[src/rtl/ctrl_pkg.sv]
// Shared encodings for the multicycle RV32I control unit: FSM states, opcodes and datapath selects.
package ctrl_pkg;

    typedef enum logic [3:0] {
        S_FETCH    = 4'd0,
        S_DECODE   = 4'd1,
        S_MEMADR   = 4'd2,
        S_MEMREAD  = 4'd3,
        S_MEMWB    = 4'd4,
        S_MEMWRITE = 4'd5,
        S_EXECUTER = 4'd6,
        S_EXECUTEI = 4'd7,
        S_ALUWB    = 4'd8,
        S_JAL      = 4'd9,
        S_JALR     = 4'd10,
        S_BRANCH   = 4'd11,
        S_UPPER    = 4'd12,
        S_TRAP     = 4'd13
    } state_t;

    // Selects which operation source the ALU decoder uses this state.
    typedef enum logic [1:0] {
        AC_ADD = 2'd0,
        AC_SUB = 2'd1,
        AC_R   = 2'd2,
        AC_I   = 2'd3
    } alu_class_t;

    localparam logic [6:0] OP_LOAD   = 7'b0000011;
    localparam logic [6:0] OP_STORE  = 7'b0100011;
    localparam logic [6:0] OP_RTYPE  = 7'b0110011;
    localparam logic [6:0] OP_ITYPE  = 7'b0010011;
    localparam logic [6:0] OP_JAL    = 7'b1101111;
    localparam logic [6:0] OP_JALR   = 7'b1100111;
    localparam logic [6:0] OP_BRANCH = 7'b1100011;
    localparam logic [6:0] OP_LUI    = 7'b0110111;
    localparam logic [6:0] OP_AUIPC  = 7'b0010111;

    localparam logic [3:0] ALU_ADD  = 4'b0000;
    localparam logic [3:0] ALU_SUB  = 4'b0001;
    localparam logic [3:0] ALU_AND  = 4'b0010;
    localparam logic [3:0] ALU_OR   = 4'b0011;
    localparam logic [3:0] ALU_XOR  = 4'b0100;
    localparam logic [3:0] ALU_SLT  = 4'b0101;
    localparam logic [3:0] ALU_SLTU = 4'b0110;
    localparam logic [3:0] ALU_SLL  = 4'b0111;
    localparam logic [3:0] ALU_SRL  = 4'b1000;
    localparam logic [3:0] ALU_SRA  = 4'b1001;

    localparam logic [2:0] IMM_I = 3'b000;
    localparam logic [2:0] IMM_S = 3'b001;
    localparam logic [2:0] IMM_B = 3'b010;
    localparam logic [2:0] IMM_J = 3'b011;
    localparam logic [2:0] IMM_U = 3'b100;

    localparam logic [1:0] SRCA_PC    = 2'b00;
    localparam logic [1:0] SRCA_OLDPC = 2'b01;
    localparam logic [1:0] SRCA_RS1   = 2'b10;
    localparam logic [1:0] SRCA_ZERO  = 2'b11;

    localparam logic [1:0] SRCB_RS2  = 2'b00;
    localparam logic [1:0] SRCB_IMM  = 2'b01;
    localparam logic [1:0] SRCB_FOUR = 2'b10;

    localparam logic [1:0] RES_ALUOUT    = 2'b00;
    localparam logic [1:0] RES_DATA      = 2'b01;
    localparam logic [1:0] RES_ALURESULT = 2'b10;

    // Dispatch out of DECODE; unsupported opcodes and funct3 values fall into TRAP.
    function automatic state_t decode_next(input logic [6:0] op, input logic [2:0] funct3);
        state_t nxt;
        nxt = S_TRAP;
        case (op)
            OP_LOAD, OP_STORE: nxt = (funct3 == 3'b010) ? S_MEMADR : S_TRAP;
            OP_RTYPE:          nxt = S_EXECUTER;
            OP_ITYPE:          nxt = S_EXECUTEI;
            OP_JAL:            nxt = S_JAL;
            OP_JALR:           nxt = (funct3 == 3'b000) ? S_JALR : S_TRAP;
            OP_BRANCH:         nxt = (funct3[2:1] == 2'b01) ? S_TRAP : S_BRANCH;
            OP_LUI, OP_AUIPC:  nxt = S_UPPER;
            default:           nxt = S_TRAP;
        endcase
        return nxt;
    endfunction

endpackage

[src/rtl/alu_ctrl_dec.sv]
// Combinational ALU operation decode from state class and funct fields; no latency, no flow control.
module alu_ctrl_dec
    import ctrl_pkg::*;
(
    input  alu_class_t  cls,
    input  logic [2:0]  funct3,
    input  logic        funct7b5,
    output logic [3:0]  alu_control
);

    always_comb begin
        alu_control = ALU_ADD;
        case (cls)
            AC_ADD: alu_control = ALU_ADD;
            AC_SUB: alu_control = ALU_SUB;
            default: begin
                case (funct3)
                    // Immediate forms have no SUB; bit 30 there is part of the immediate.
                    3'b000:  alu_control = (cls == AC_R && funct7b5) ? ALU_SUB : ALU_ADD;
                    3'b001:  alu_control = ALU_SLL;
                    3'b010:  alu_control = ALU_SLT;
                    3'b011:  alu_control = ALU_SLTU;
                    3'b100:  alu_control = ALU_XOR;
                    3'b101:  alu_control = funct7b5 ? ALU_SRA : ALU_SRL;
                    3'b110:  alu_control = ALU_OR;
                    default: alu_control = ALU_AND;
                endcase
            end
        endcase
    end

endmodule

[src/rtl/multicycle_ctrl.sv]
// Multicycle RV32I control FSM: Moore outputs per state, Mealy IRWrite/PCWrite on mem_ready and branch flags.
// Memory states hold their request stable until mem_ready; illegal opcodes enter TRAP.
module multicycle_ctrl
    import ctrl_pkg::*;
#(
    parameter bit MEM_HANDSHAKE   = 1'b1,
    parameter bit TRAP_ON_ILLEGAL = 1'b1
) (
    input  logic       clk,
    input  logic       reset,
    input  logic [6:0] op,
    input  logic [2:0] funct3,
    input  logic       funct7b5,
    input  logic       Zero,
    input  logic       Lt,
    input  logic       Ltu,
    input  logic       mem_ready,
    output logic       MemReq,
    output logic       MemWrite,
    output logic       AdrSrc,
    output logic       IRWrite,
    output logic       PCWrite,
    output logic       RegWrite,
    output logic [1:0] ResultSrc,
    output logic [1:0] ALUSrcA,
    output logic [1:0] ALUSrcB,
    output logic [2:0] ImmSrc,
    output logic [3:0] ALUControl,
    output logic       Illegal,
    output logic [3:0] state_o
);

    state_t     state, state_nxt;
    alu_class_t alu_cls;
    logic       rdy, taken;
    logic       mem_req, mem_write, ir_write, pc_write, reg_write;

    assign rdy = MEM_HANDSHAKE ? mem_ready : 1'b1;

    always_comb begin
        case (funct3)
            3'b000:  taken = Zero;
            3'b001:  taken = ~Zero;
            3'b100:  taken = Lt;
            3'b101:  taken = ~Lt;
            3'b110:  taken = Ltu;
            3'b111:  taken = ~Ltu;
            default: taken = 1'b0;
        endcase
    end

    always_ff @(posedge clk or posedge reset) begin
        if (reset) state <= S_FETCH;
        else       state <= state_nxt;
    end

    always_comb begin
        state_nxt = state;
        mem_req   = 1'b0;
        mem_write = 1'b0;
        ir_write  = 1'b0;
        pc_write  = 1'b0;
        reg_write = 1'b0;
        AdrSrc    = 1'b0;
        ResultSrc = RES_ALUOUT;
        ALUSrcA   = SRCA_PC;
        ALUSrcB   = SRCB_RS2;
        ImmSrc    = IMM_I;
        alu_cls   = AC_ADD;
        Illegal   = 1'b0;
        case (state)
            S_FETCH: begin
                mem_req   = 1'b1;
                ALUSrcB   = SRCB_FOUR;
                ResultSrc = RES_ALURESULT;
                if (rdy) begin
                    ir_write  = 1'b1;
                    pc_write  = 1'b1;
                    state_nxt = S_DECODE;
                end
            end
            S_DECODE: begin
                ALUSrcA   = SRCA_OLDPC;
                ALUSrcB   = SRCB_IMM;
                ImmSrc    = (op == OP_JAL) ? IMM_J : IMM_B;
                state_nxt = decode_next(op, funct3);
            end
            S_MEMADR: begin
                ALUSrcA   = SRCA_RS1;
                ALUSrcB   = SRCB_IMM;
                ImmSrc    = op[5] ? IMM_S : IMM_I;
                state_nxt = op[5] ? S_MEMWRITE : S_MEMREAD;
            end
            S_MEMREAD: begin
                mem_req = 1'b1;
                AdrSrc  = 1'b1;
                if (rdy) state_nxt = S_MEMWB;
            end
            S_MEMWB: begin
                ResultSrc = RES_DATA;
                reg_write = 1'b1;
                state_nxt = S_FETCH;
            end
            S_MEMWRITE: begin
                mem_req   = 1'b1;
                mem_write = 1'b1;
                AdrSrc    = 1'b1;
                if (rdy) state_nxt = S_FETCH;
            end
            S_EXECUTER: begin
                ALUSrcA   = SRCA_RS1;
                ALUSrcB   = SRCB_RS2;
                alu_cls   = AC_R;
                state_nxt = S_ALUWB;
            end
            S_EXECUTEI: begin
                ALUSrcA   = SRCA_RS1;
                ALUSrcB   = SRCB_IMM;
                alu_cls   = AC_I;
                state_nxt = S_ALUWB;
            end
            S_ALUWB: begin
                reg_write = 1'b1;
                state_nxt = S_FETCH;
            end
            S_JALR: begin
                ALUSrcA   = SRCA_RS1;
                ALUSrcB   = SRCB_IMM;
                state_nxt = S_JAL;
            end
            // PC takes the target held in ALUOut while the ALU forms the link address.
            S_JAL: begin
                ALUSrcA   = SRCA_OLDPC;
                ALUSrcB   = SRCB_FOUR;
                pc_write  = 1'b1;
                state_nxt = S_ALUWB;
            end
            S_BRANCH: begin
                ALUSrcA   = SRCA_RS1;
                ALUSrcB   = SRCB_RS2;
                alu_cls   = AC_SUB;
                pc_write  = taken;
                state_nxt = S_FETCH;
            end
            S_UPPER: begin
                ALUSrcA   = op[5] ? SRCA_ZERO : SRCA_OLDPC;
                ALUSrcB   = SRCB_IMM;
                ImmSrc    = IMM_U;
                state_nxt = S_ALUWB;
            end
            S_TRAP: begin
                Illegal   = 1'b1;
                state_nxt = TRAP_ON_ILLEGAL ? S_TRAP : S_FETCH;
            end
            default: state_nxt = S_FETCH;
        endcase
    end

    alu_ctrl_dec u_alu_ctrl_dec (
        .cls         (alu_cls),
        .funct3      (funct3),
        .funct7b5    (funct7b5),
        .alu_control (ALUControl)
    );

    // Gate strobes with reset so nothing escapes in the cycle reset arrives.
    assign MemReq   = mem_req   & ~reset;
    assign MemWrite = mem_write & ~reset;
    assign IRWrite  = ir_write  & ~reset;
    assign PCWrite  = pc_write  & ~reset;
    assign RegWrite = reg_write & ~reset;
    assign state_o  = state;

endmodule

[config.mk]
export PLATFORM = sky130hd
export DESIGN_NAME = multicycle_ctrl
export DESIGN_NICKNAME = d
export VERILOG_FILES = /design/src/rtl/ctrl_pkg.sv /design/src/rtl/alu_ctrl_dec.sv /design/src/rtl/multicycle_ctrl.sv
export SDC_FILE = /design/constraint.sdc
export NUM_CORES = 1
export LEC_CHECK = 0
export BUFFER_PORTS_ARGS = -buffer_cell sky130_fd_sc_hd__buf_2
export CORE_ASPECT_RATIO = 0.9
export CORE_MARGIN = 2
export CORE_UTILIZATION = 41
export CTS_CLUSTER_DIAMETER = 120
export CTS_CLUSTER_SIZE = 30
export DETAILED_ROUTE_END_ITERATION = 10
export HOLD_SLACK_MARGIN = 0.05
export PLACE_DENSITY_LB_ADDON = 0.15
export SETUP_SLACK_MARGIN = 0.3
export SYNTH_ARGS = -nofsm -noshare
export SYNTH_HDL_FRONTEND = slang
export SYNTH_SLANG_ARGS = --single-unit
[constraint.sdc]
create_clock -name clk -period 1.4 [get_ports clk]
set_clock_uncertainty 0.1 [all_clocks]
set_input_delay 0.14 -clock clk [delete_from_list [all_inputs] [get_ports clk]]
set_output_delay 0.14 -clock clk [all_outputs]
set_load 0.01 [all_outputs]
==> flow_metrics.tcl, run 1 <==
set metrics [dict create \
    htreeDepth 1 \
    ys_types 41 \
    ys_ff_latch 4 \
    die_w_um 50.7 \
    synth_edf_count 0 \
    synth_seq_area_share 0.125 \
    worst-ep-kind "primary output" \
    port_buffers 40 \
    fp-row-count 15 \
    ys_top_cells_by_count "nor2_1 (14), o21ai_0 (12), nor3_1 (10), nand2_1 (9), inv_1 (8)" \
    cts_root_buffer "clkbuf_4" \
    synth-async-reset-ratio 1.00 \
    post-synth-top-count-cell "nor2_1" \
    place_congestion 0.968 \
    ys_warn_count 0 \
    error_line "[ERROR DPL-0038] Utilization greater than 100%, impossible to legalize" \
    clock_sinks 4 \
    syn_nets 141 \
    synth.top_cell.area_share 0.125 \
    grt_max_degree 11 \
    io_pins 41 \
    post-place-ws_ns -0.149 \
    synth_top_area_cell "dfrtp_1" \
    initial_utilization 0.428 \
    syn_inst 124 \
    synth_ff_type "dfrtp_1" \
    synth_area_per_cell_um2 6.48 \
    cts_buffers 3 \
    ys_top_cells_by_area "dfrtp_1 (12%), o21ai_0 (7.5%), nor2_1 (6.5%)" \
    placed_area_um2 1370 \
    clock_path_buffers 2 \
    netlist_area_um2 803 \
    flow.stopped_at "global routing (5_1_grt)" \
    hpwl_um 2330 \
    die_h_um 46.0 \
    status "did not finish" \
    grt-worst-endpoint "PCWrite" \
]
==> metrics by stage <==
step | TNS (ns) | instances
after global placement | -0.518 | 210
after detailed placement | -0.767 | 210
after CTS | -4.73 | 227
after floorplan | -0.0349 | 124
==> timing repair <==
| item | CTS |
|---|---|
| endpoints found under the setup margin | 28 |
| pin swaps | 17 |
| buffers inserted | 13 |
| gates resized for setup | 50 |
| hold buffers | 1 |
| hold endpoints to repair | 4 |
==> kinds of logic after synthesis <==
kind of cell,after synthesis,synth area share
and+or+nand+nor,55,0.352
muxes,4,0.0498
AOI/OAI and AO/OA,41,0.346
DFF,4,0.125
buffers and inverters,16,0.0841
xor gates and xnor gates,4,0.0436
==> inputs of run 2 (changes only) <==
==> config.mk (replaced) <==
export PLATFORM = sky130hd
export DESIGN_NAME = multicycle_ctrl
export DESIGN_NICKNAME = d
export VERILOG_FILES = /design/src/rtl/ctrl_pkg.sv /design/src/rtl/alu_ctrl_dec.sv /design/src/rtl/multicycle_ctrl.sv
export SDC_FILE = /design/constraint.sdc
export NUM_CORES = 1
export LEC_CHECK = 0
export BUFFER_PORTS_ARGS = -buffer_cell sky130_fd_sc_hd__buf_2
export CORE_AREA = 2 2 63 65
export DETAILED_ROUTE_END_ITERATION = 10
export DIE_AREA = 0 0 65 67
export PLACE_DENSITY_LB_ADDON = 0.15
export SYNTH_ARGS = -nofsm -noshare
export SYNTH_HDL_FRONTEND = slang
export SYNTH_SLANG_ARGS = --single-unit
==> constraint.sdc (replaced) <==
create_clock -name clk -period 1.8 [get_ports clk]
set_clock_uncertainty 0.1 [all_clocks]
set_input_delay 0.18 -clock clk [delete_from_list [all_inputs] [get_ports clk]]
set_output_delay 0.18 -clock clk [all_outputs]
set_load 0.01 [all_outputs]
==> run 2 against run 1 <==
The run now ends clean. Area after synthesis is the same. Synthesized cell count is the same.
==> flow_metrics.tcl, run 2 <==
set metrics [dict create \
    stdcell_area_um2 1200 \
    mostFrequentLayoutCell "buf_2" \
    placed_area_um2 1090 \
    synth_edf_count 0 \
    r2r-end "state_o[2]$_DFFE_PP0P_" \
    wl_um 2890 \
    cp_cell_sequence "inv_1, o31a_1, o21ai_0, buf_2" \
    largest_reg_flops 4 \
    min_from "op[0]" \
    port_buffers 40 \
    post-place-ws_ns 0.148 \
    reg2reg_depth 6 \
    synth_seq_area_share 0.125 \
    cts_tree "yes" \
    clock_sinks 4 \
    slowest_stage "dfrtp_2" \
    hold_viol_final 0 \
    synth_ff_type "dfrtp_1" \
    netlist_area_um2 803 \
    overflow 0 \
    num_vias 1106 \
    critPathCaptureType "primary output" \
    reg2reg_from "state_o[3]$_DFFE_PP0P_" \
    dpl.cell_count 212 \
    r2r_slack_ns 0.23 \
    cts_buffers 3 \
    fin_ws_ns 0.0544 \
    holdPathStages 3 \
    path_class "reg -> out" \
    fmax_ghz 0.573 \
    initial_utilization 0.223 \
    htreeDepth 1 \
    period_minus_slack_ns 1.75 \
    route.detailed.drc 0 \
    die_area_um2 4360 \
    fin_crit_sh 0.970 \
    fp-row-count 22 \
    drt-vias-per-instance 5.10 \
    ys_types 41 \
    syn_inst 124 \
    max_cap_violations 0 \
    areaGrowthSynthToFinish_pct 49.7 \
    hold_class "in -> reg" \
    fill_cells 409 \
    fin_hold_ws_ns 0.193 \
    seq_area_um2 105 \
    rsz0062_at_grt "yes" \
    cts_root_buffer "clkbuf_8" \
    min_to "state_o[0]$_DFFE_PP0P_" \
    place_congestion 0.826 \
    power.leakage_nw 0.583 \
    io_pins 41 \
    synth_area_per_cell_um2 6.48 \
    cp_max_fo 9 \
    ir_drop_mv 0.255 \
    grt_pass1_wl_um 4580 \
    ys_warn_count 0 \
    cp.required_ns 1.52 \
    setup_viol 0 \
    clk_latency_ns 0.22 \
    startpoint_type "register" \
    relSlewSlack 0.813 \
    syn_nets 141 \
    synth.top_cell.area_share 0.125 \
    slew_violations 0 \
    grt_pass1_vias 995 \
    clkTransAtPathRegs_ns 0.03 \
    drt_iter0_drc 67 \
    totalPowerFinal_mw 1.36 \
    status "finished, final reports clean" \
    instances_no_fill 217 \
    grtUsageTotal 0.136 \
    hpwl_um 2280 \
    ys_top_cells_by_count "nor2_1 (14), o21ai_0 (12), nor3_1 (10), nand2_1 (9), inv_1 (8)" \
    worst-endpoint-arrival_ns 1.47 \
    layout_common_cells "buf_2 (40), nor2_1 (13), o21ai_0 (10), nand2_1 (9), nor3_1 (8)" \
    multiInputGateArea_um2 681 \
    ant_nets 0 \
    antenna_found_initial 0 \
    slowest_delay_ns 0.48 \
    grt_max_degree 11 \
    tightest_slew_ns 0.278 \
    drive_gt1_frac 0.414 \
    synth-async-reset-ratio 1.00 \
    die_h_um 67 \
    routedWlPerCell_um 13.3 \
    ys_top_cells_by_area "dfrtp_1 (12%), o21ai_0 (7.5%), nor2_1 (6.5%)" \
    antenna_cells 0 \
    synth_top_area_cell "dfrtp_1" \
    post-synth-top-count-cell "nor2_1" \
    ys_ff_latch 4 \
    die_w_um 65 \
    coreArea_um2 3610 \
    drt_pass1_iterations 4 \
    cellPowerDensity_nw_per_um2 1130 \
    final_nets 188 \
    clock_path_buffers 2 \
]
run 2: worst max path at each step:
stage,from,end,slack (ns),cells after the start
after floorplan,state_o[0]$_DFFE_PP0P_,PCWrite,0.11,3
after detailed placement,state_o[0]$_DFFE_PP0P_,PCWrite,0.15,4
after global routing,state_o[0]$_DFFE_PP0P_,ImmSrc[0],-0.03,6
after global placement,state_o[0]$_DFFE_PP0P_,ALUControl[0],0.19,5
after CTS,state_o[3]$_DFFE_PP0P_,RegWrite,-0.003,5
final,state_o[2]$_DFFE_PP0P_,ALUSrcA[1],0.05,4
run 2: area by class of cell:
class,count,share of cell area
clock buffer,3,0.0343
inverter,8,0.0250
multi-input combinational,104,0.566
sequential,4,0.0874
tap,48,0.0499
timing repair buffer,50,0.237
run 2: cell families (layout without fill, tap and decap cells):
group	Yosys count	count (layout)	synth area share
compound gates	41	41	0.346
xor+xnor	4	4	0.0436
buf+inv	16	61	0.0841
flops	4	4	0.125
mux	4	4	0.0498
simple gates	55	55	0.352
run 2: metal layers:
| metal | vias up | global-route usage | part of all wire |
|---|---|---|---|
| li1 | 545 | - | - |
| met1 | 515 | 0.171 | 0.45 |
| met2 | 41 | 0.231 | 0.48 |
| met3 | 5 | 0.0135 | 0.051 |
| met4 | 0 | 0.0638 | 0.019 |
| met5 | - | 0 | 0 |
run 2: per-stage QoR:
step                TNS [ns]   util
floorplan                  0      -
global placement           0  0.301
detailed placement         0  0.301
CTS                 -0.00328  0.319
global route         -0.0643  0.333
finish                     0  0.333
run 2: worst max-delay path, delay by kind of cell, from the launching register on:
family,cells,cell delay (ns)
AO/OA/AOI/OAI,2,0.45
buffers and inverters,2,0.32
flip-flops,1,0.48
run 2: power breakdown:
part	total [mW]	switching, mW	internal, mW
Clock	0.194	0.0512	0.143
Sequential	0.210	0.0826	0.128
Combinational	0.959	0.549	0.410
Total	1.36	0.683	0.680
run 2: repair_timing:
action,in CTS,in global routing
setup buffers,0,2
gates resized for setup,3,16
hold buffers,1,0
endpoints found under the hold margin,4,0
endpoints found under the setup margin,3,12
pin swaps,0,6
Power figures use the tool's default switching activity.
==> inputs of run 3 (changes only) <==
--- a/config.mk
+++ b/config.mk
@@ -9,7 +9,6 @@
 export CORE_AREA = 2 2 63 65
 export DETAILED_ROUTE_END_ITERATION = 10
 export DIE_AREA = 0 0 65 67
-export PLACE_DENSITY_LB_ADDON = 0.15
 export SYNTH_ARGS = -nofsm -noshare
 export SYNTH_HDL_FRONTEND = slang
 export SYNTH_SLANG_ARGS = --single-unit
==> run 3 against run 2 <==
Combinational power grew 14%. Critical path type unchanged. Highest routed layer unchanged. Sequential share of layout area shrank 0.48 points. Core utilization grew 1.9 points.
==> flow_metrics.tcl, run 3 (synthesis gave the netlist of run 2 again) <==
set metrics [dict create \
    route.detailed.drc 0 \
    worst-endpoint-arrival_ns 1.46 \
    layout_common_cells "buf_2 (40), nor2_1 (13), o21ai_0 (11), buf_4 (11), nand2_1 (9)" \
    hold_viol_final 0 \
    power.leakage_nw 0.625 \
    clock_path_buffers 2 \
    hold_class "in -> reg" \
    antenna_found_initial 0 \
    max_cap_violations 0 \
    overflow 0 \
    clk_latency_ns 0.22 \
    setup_viol 0 \
    cp_max_fo 13 \
    min_from "op[0]" \
    hpwl_um 2020 \
    die_h_um 67 \
    drt-vias-per-instance 4.83 \
    fin_ws_ns 0.0639 \
    tightest_slew_ns 0.256 \
    setup_tns_ns 0 \
    io_pins 41 \
    stdcell_area_um2 1270 \
    mostFrequentLayoutCell "buf_2" \
    cp.required_ns 1.52 \
    grt_max_degree 14 \
    grt_pass1_wl_um 4410 \
    dpl.cell_count 213 \
    slew_violations 0 \
    port_buffers 40 \
    reg2reg_from "state_o[0]$_DFFE_PP0P_" \
    clkTransAtPathRegs_ns 0.03 \
    antenna_cells 0 \
    startpoint_type "register" \
    cts_root_buffer "clkbuf_8" \
    wl_um 2740 \
    place_congestion 0.845 \
    drt_pass1_iterations 4 \
    placed_area_um2 1090 \
    relSlewSlack 0.828 \
    period_minus_slack_ns 1.74 \
    grtUsageTotal 0.128 \
    num_vias 1082 \
    drt_iter0_drc 43 \
    path_class "reg -> out" \
    fmax_ghz 0.576 \
    fp-row-count 22 \
    rsz0062_at_grt "yes" \
    die_area_um2 4360 \
    htreeDepth 1 \
    grt_pass1_vias 974 \
    ir_drop_mv 0.290 \
    routedWlPerCell_um 12.2 \
    post-place-ws_ns 0.170 \
    drive_gt1_frac 0.432 \
    cts_buffers 3 \
    final_nets 195 \
    cellPowerDensity_nw_per_um2 1170 \
    die_w_um 65 \
    startpoint "state_o[1]$_DFFE_PP0P_" \
    coreArea_um2 3610 \
    final_util 0.353 \
    status "finished, final reports clean" \
    areaGrowthSynthToFinish_pct 58.4 \
    clock_sinks 4 \
    largest_reg_flops 4 \
    cts_tree "yes" \
    ant_nets 0 \
    initial_utilization 0.223 \
    critPathCaptureType "primary output" \
    instances_no_fill 224 \
    fin_crit_sh 0.964 \
]
-- run 3: layout make-up --
| type | instances | area [µm²] |
|---|---|---|
| multi-input combinational | 104 | 687 |
| inverter | 8 | 30.0 |
| tap | 48 | 60.1 |
| fill | 397 | 2330 |
| timing repair buffer | 57 | 349 |
| clock buffer | 3 | 41.3 |
| sequential | 4 | 105 |
-- run 3: per-layer routing --
metal,vias up,track usage,routed length (µm)
met5,-,0,0
met4,0,0.0479,23
met3,3,0.0220,121
met2,25,0.209,1340
met1,493,0.168,1260
li1,561,-,-
-- run 3: report_power, final --
group / internal [mW] / switching [mW]
logic: 0.519 / 0.576
clock network: 0.143 / 0.0472
registers: 0.128 / 0.0743
total: 0.790 / 0.697
-- run 3: worst paths after layout --
check | end | slack [ns] | cells past startpoint
max | ALUSrcA[1] | 0.06 | 4
min reg2reg | state_o[3]$_DFFE_PP0P_ | 0.67 | 2
max reg2reg | state_o[1]$_DFFE_PP0P_ | 0.31 | 6
max in group asynchronous | state_o[2]$_DFFE_PP0P_ | 1.08 | 3
min | state_o[0]$_DFFE_PP0P_ | 0.21 | 3
min in group asynchronous | state_o[1]$_DFFE_PP0P_ | 0.33 | 3
-- run 3: per-stage QoR --
stage               hold WS (ns)  power, mW
floorplan                 -0.140      0.711
global placement          0.0150       1.08
detailed placement        0.0120       1.07
CTS                        0.205       1.33
global route               0.221       1.61
finish                     0.209       1.49
-- run 3: repair_timing --
item,CTS,global route
endpoints found under the setup margin,3,10
hold buffers,1,0
gates resized for setup,4,16
endpoints found under the hold margin,4,0
pin swaps,1,6
setup buffers,3,4
-- run 3: worst max-delay path, cell delays in order (launching register included) --
cell and delay, ns:
dfrtp_2 0.44, buf_4 0.19, o31a_1 0.31, o21ai_0 0.14, buf_2 0.16
==> inputs of run 4 (changes only) <==
--- a/config.mk
+++ b/config.mk
@@ -5,6 +5,7 @@
 export SDC_FILE = /design/constraint.sdc
 export NUM_CORES = 1
 export LEC_CHECK = 0
+export ABC_AREA = 1
 export BUFFER_PORTS_ARGS = -buffer_cell sky130_fd_sc_hd__buf_2
 export CORE_AREA = 2 2 63 65
 export DETAILED_ROUTE_END_ITERATION = 10
==> run 4 against run 3 <==
First-iteration DRC count fell by 19%. Global-route usage decreased by 1.3 points. Clock power down 3%. Cell area down 7.9%. Synthesized cell count rose by 19%. Worst setup slack improved by 0.0084 ns. Highest routed layer unchanged.
==> flow_metrics.tcl, run 4 <==
set metrics [dict create \
    status "finished, final reports clean" \
    routedWlPerCell_um 9.96 \
    dpl.cell_count 237 \
    antenna_cells 0 \
    cts_root_buffer "clkbuf_8" \
    fin_crit_sh 0.960 \
    syn_inst 148 \
    cts_buffers 3 \
    cts_tree "yes" \
    startpoint_type "register" \
    drt-vias-per-instance 4.43 \
    areaGrowthSynthToFinish_pct 45.9 \
    grt_pass1_vias 969 \
    initial_utilization 0.223 \
    grt_pass1_wl_um 4080 \
    clock_path_buffers 2 \
    relSlewSlack 0.837 \
    setup_viol 0 \
    ys_warn_count 0 \
    ys_types 20 \
    ys_top_cells_by_area "nand2_1 (17%), dfrtp_1 (12%), nor2_1 (10%)" \
    num_vias 1072 \
    ir_drop_mv 0.261 \
    antenna_found_initial 0 \
    final_util 0.325 \
    rsz0062_at_grt "yes" \
    reg2reg_depth 8 \
    slowest_stage "dfrtp_2" \
    ant_nets 0 \
    power.leakage_nw 0.666 \
    holdPathStages 2 \
    cp_cell_sequence "inv_2, nand2_4, nor2_2, nor2_1, buf_4, nor3_1, buf_2" \
    synth_top_area_cell "nand2_1" \
    drive_gt1_frac 0.454 \
    io_pins 41 \
    tightest_slew_ns 0.243 \
    totalPowerFinal_mw 1.23 \
    max_cap_violations 0 \
    cp_max_fo 6 \
    post-synth-top-count-cell "nand2_1" \
    hold_viol_final 0 \
    port_buffers 40 \
    grtUsageTotal 0.115 \
    synth_seq_area_share 0.125 \
    clkTransAtPathRegs_ns 0.03 \
    synth_ff_type "dfrtp_1" \
    worst-endpoint-arrival_ns 1.45 \
    hpwl_um 2090 \
    fmax_ghz 0.579 \
    period_minus_slack_ns 1.73 \
    wl_um 2410 \
    path_class "reg -> out" \
    hold_class "in -> reg" \
    drt_pass1_iterations 4 \
    route.detailed.drc 0 \
    slowest_delay_ns 0.43 \
    critPathCaptureType "primary output" \
    clk_latency_ns 0.21 \
    cp.required_ns 1.52 \
    synth_area_per_cell_um2 5.43 \
    synth.top_cell.area_share 0.173 \
    instances_no_fill 242 \
    drt_iter0_drc 35 \
    die_w_um 65 \
    mostFrequentLayoutCell "buf_2" \
    overflow 0 \
    fp-row-count 22 \
    netlist_area_um2 803 \
    syn_nets 165 \
    path_depth 7 \
    coreArea_um2 3610 \
    synth-async-reset-ratio 1.00 \
    die_area_um2 4360 \
    place_congestion 0.877 \
    synth_edf_count 0 \
    grt_max_degree 9 \
    ys_top_cells_by_count "nand2_1 (37), nor2_1 (22), inv_1 (15), nand3_1 (15), inv_2 (11)" \
    slew_violations 0 \
    final_nets 213 \
    largest_reg_flops 4 \
    ys_ff_latch 4 \
    path_buf_inv 3 \
    clock_sinks 4 \
    die_h_um 67 \
    crit_family "flip-flops" \
    cellPowerDensity_nw_per_um2 1050 \
    htreeDepth 1 \
    layout_common_cells "buf_2 (40), nand2_1 (36), nor2_1 (16), inv_1 (15), nand3_1 (14)" \
]
## run 4: worst paths after layout
path	from	endpoint	slack, ns
min in group asynchronous	reset	state_o[2]$_DFFE_PP0P_	0.36
setup reg to reg	state_o[0]$_DFFE_PP0P_	state_o[0]$_DFFE_PP0P_	0.45
hold / removal	mem_ready	state_o[1]$_DFFE_PP0P_	0.16
setup / recovery	state_o[0]$_DFFE_PP0P_	ALUControl[2]	0.07
hold reg to reg	state_o[0]$_DFFE_PP0P_	state_o[0]$_DFFE_PP0P_	0.49
max in group asynchronous	reset	state_o[3]$_DFFE_PP0P_	1.05
## run 4: stage by stage
stage / cell area, µm² / hold WS, ns / setup WS [ns] / setup TNS, ns
after floorplan: 803 / -0.146 / 0.339 / 0
after global placement: 1070 / 0.0294 / 0.248 / 0
after detailed placement: 1070 / 0.0374 / 0.240 / 0
after CTS: 1130 / 0.155 / 0.0354 / 0
after global routing: 1170 / 0.176 / -0.0296 / -0.0626
final: 1170 / 0.158 / 0.0723 / 0
## run 4: logic make-up (layout without fill, tap and decap cells)
family          count (synthesis)  count (layout)  synth area share
compound gates                 20              20             0.145
buf+inv                        26              72             0.121
flops                           4               4             0.125
simple gates                   98              98             0.609
## run 4: where the power goes
part / internal, mW / total, mW / switching, mW
sequential: 0.131 / 0.193 / 0.0627
combinational: 0.312 / 0.850 / 0.538
clock: 0.142 / 0.185 / 0.0428
total: 0.585 / 1.23 / 0.643
## run 4: layout make-up
class / instances / area [µm²]
Fill cell: 423 / 2430
Multi-Input combinational cell: 118 / 643
Timing Repair Buffer: 43 / 225
Sequential cell: 4 / 105
Inverter: 26 / 97.6
Tap cell: 48 / 60.1
Clock buffer: 3 / 41.3
## run 4: per-layer routing
metal	up-vias	GRT usage	wire [µm]
met2	31	0.202	1130
met5	-	0	0
li1	566	-	-
met3	2	0.0101	133
met1	473	0.149	1130
met4	0	0.0319	19
## run 4: timing repair
item / CTS / global route
pin swaps: 1 / 4
setup buffers: 1 / 0
hold endpoints to repair: 4 / 0
cloned: 0 / 0
hold buffers: 1 / 0
endpoints found under the setup margin: 1 / 6
resized for setup: 0 / 15
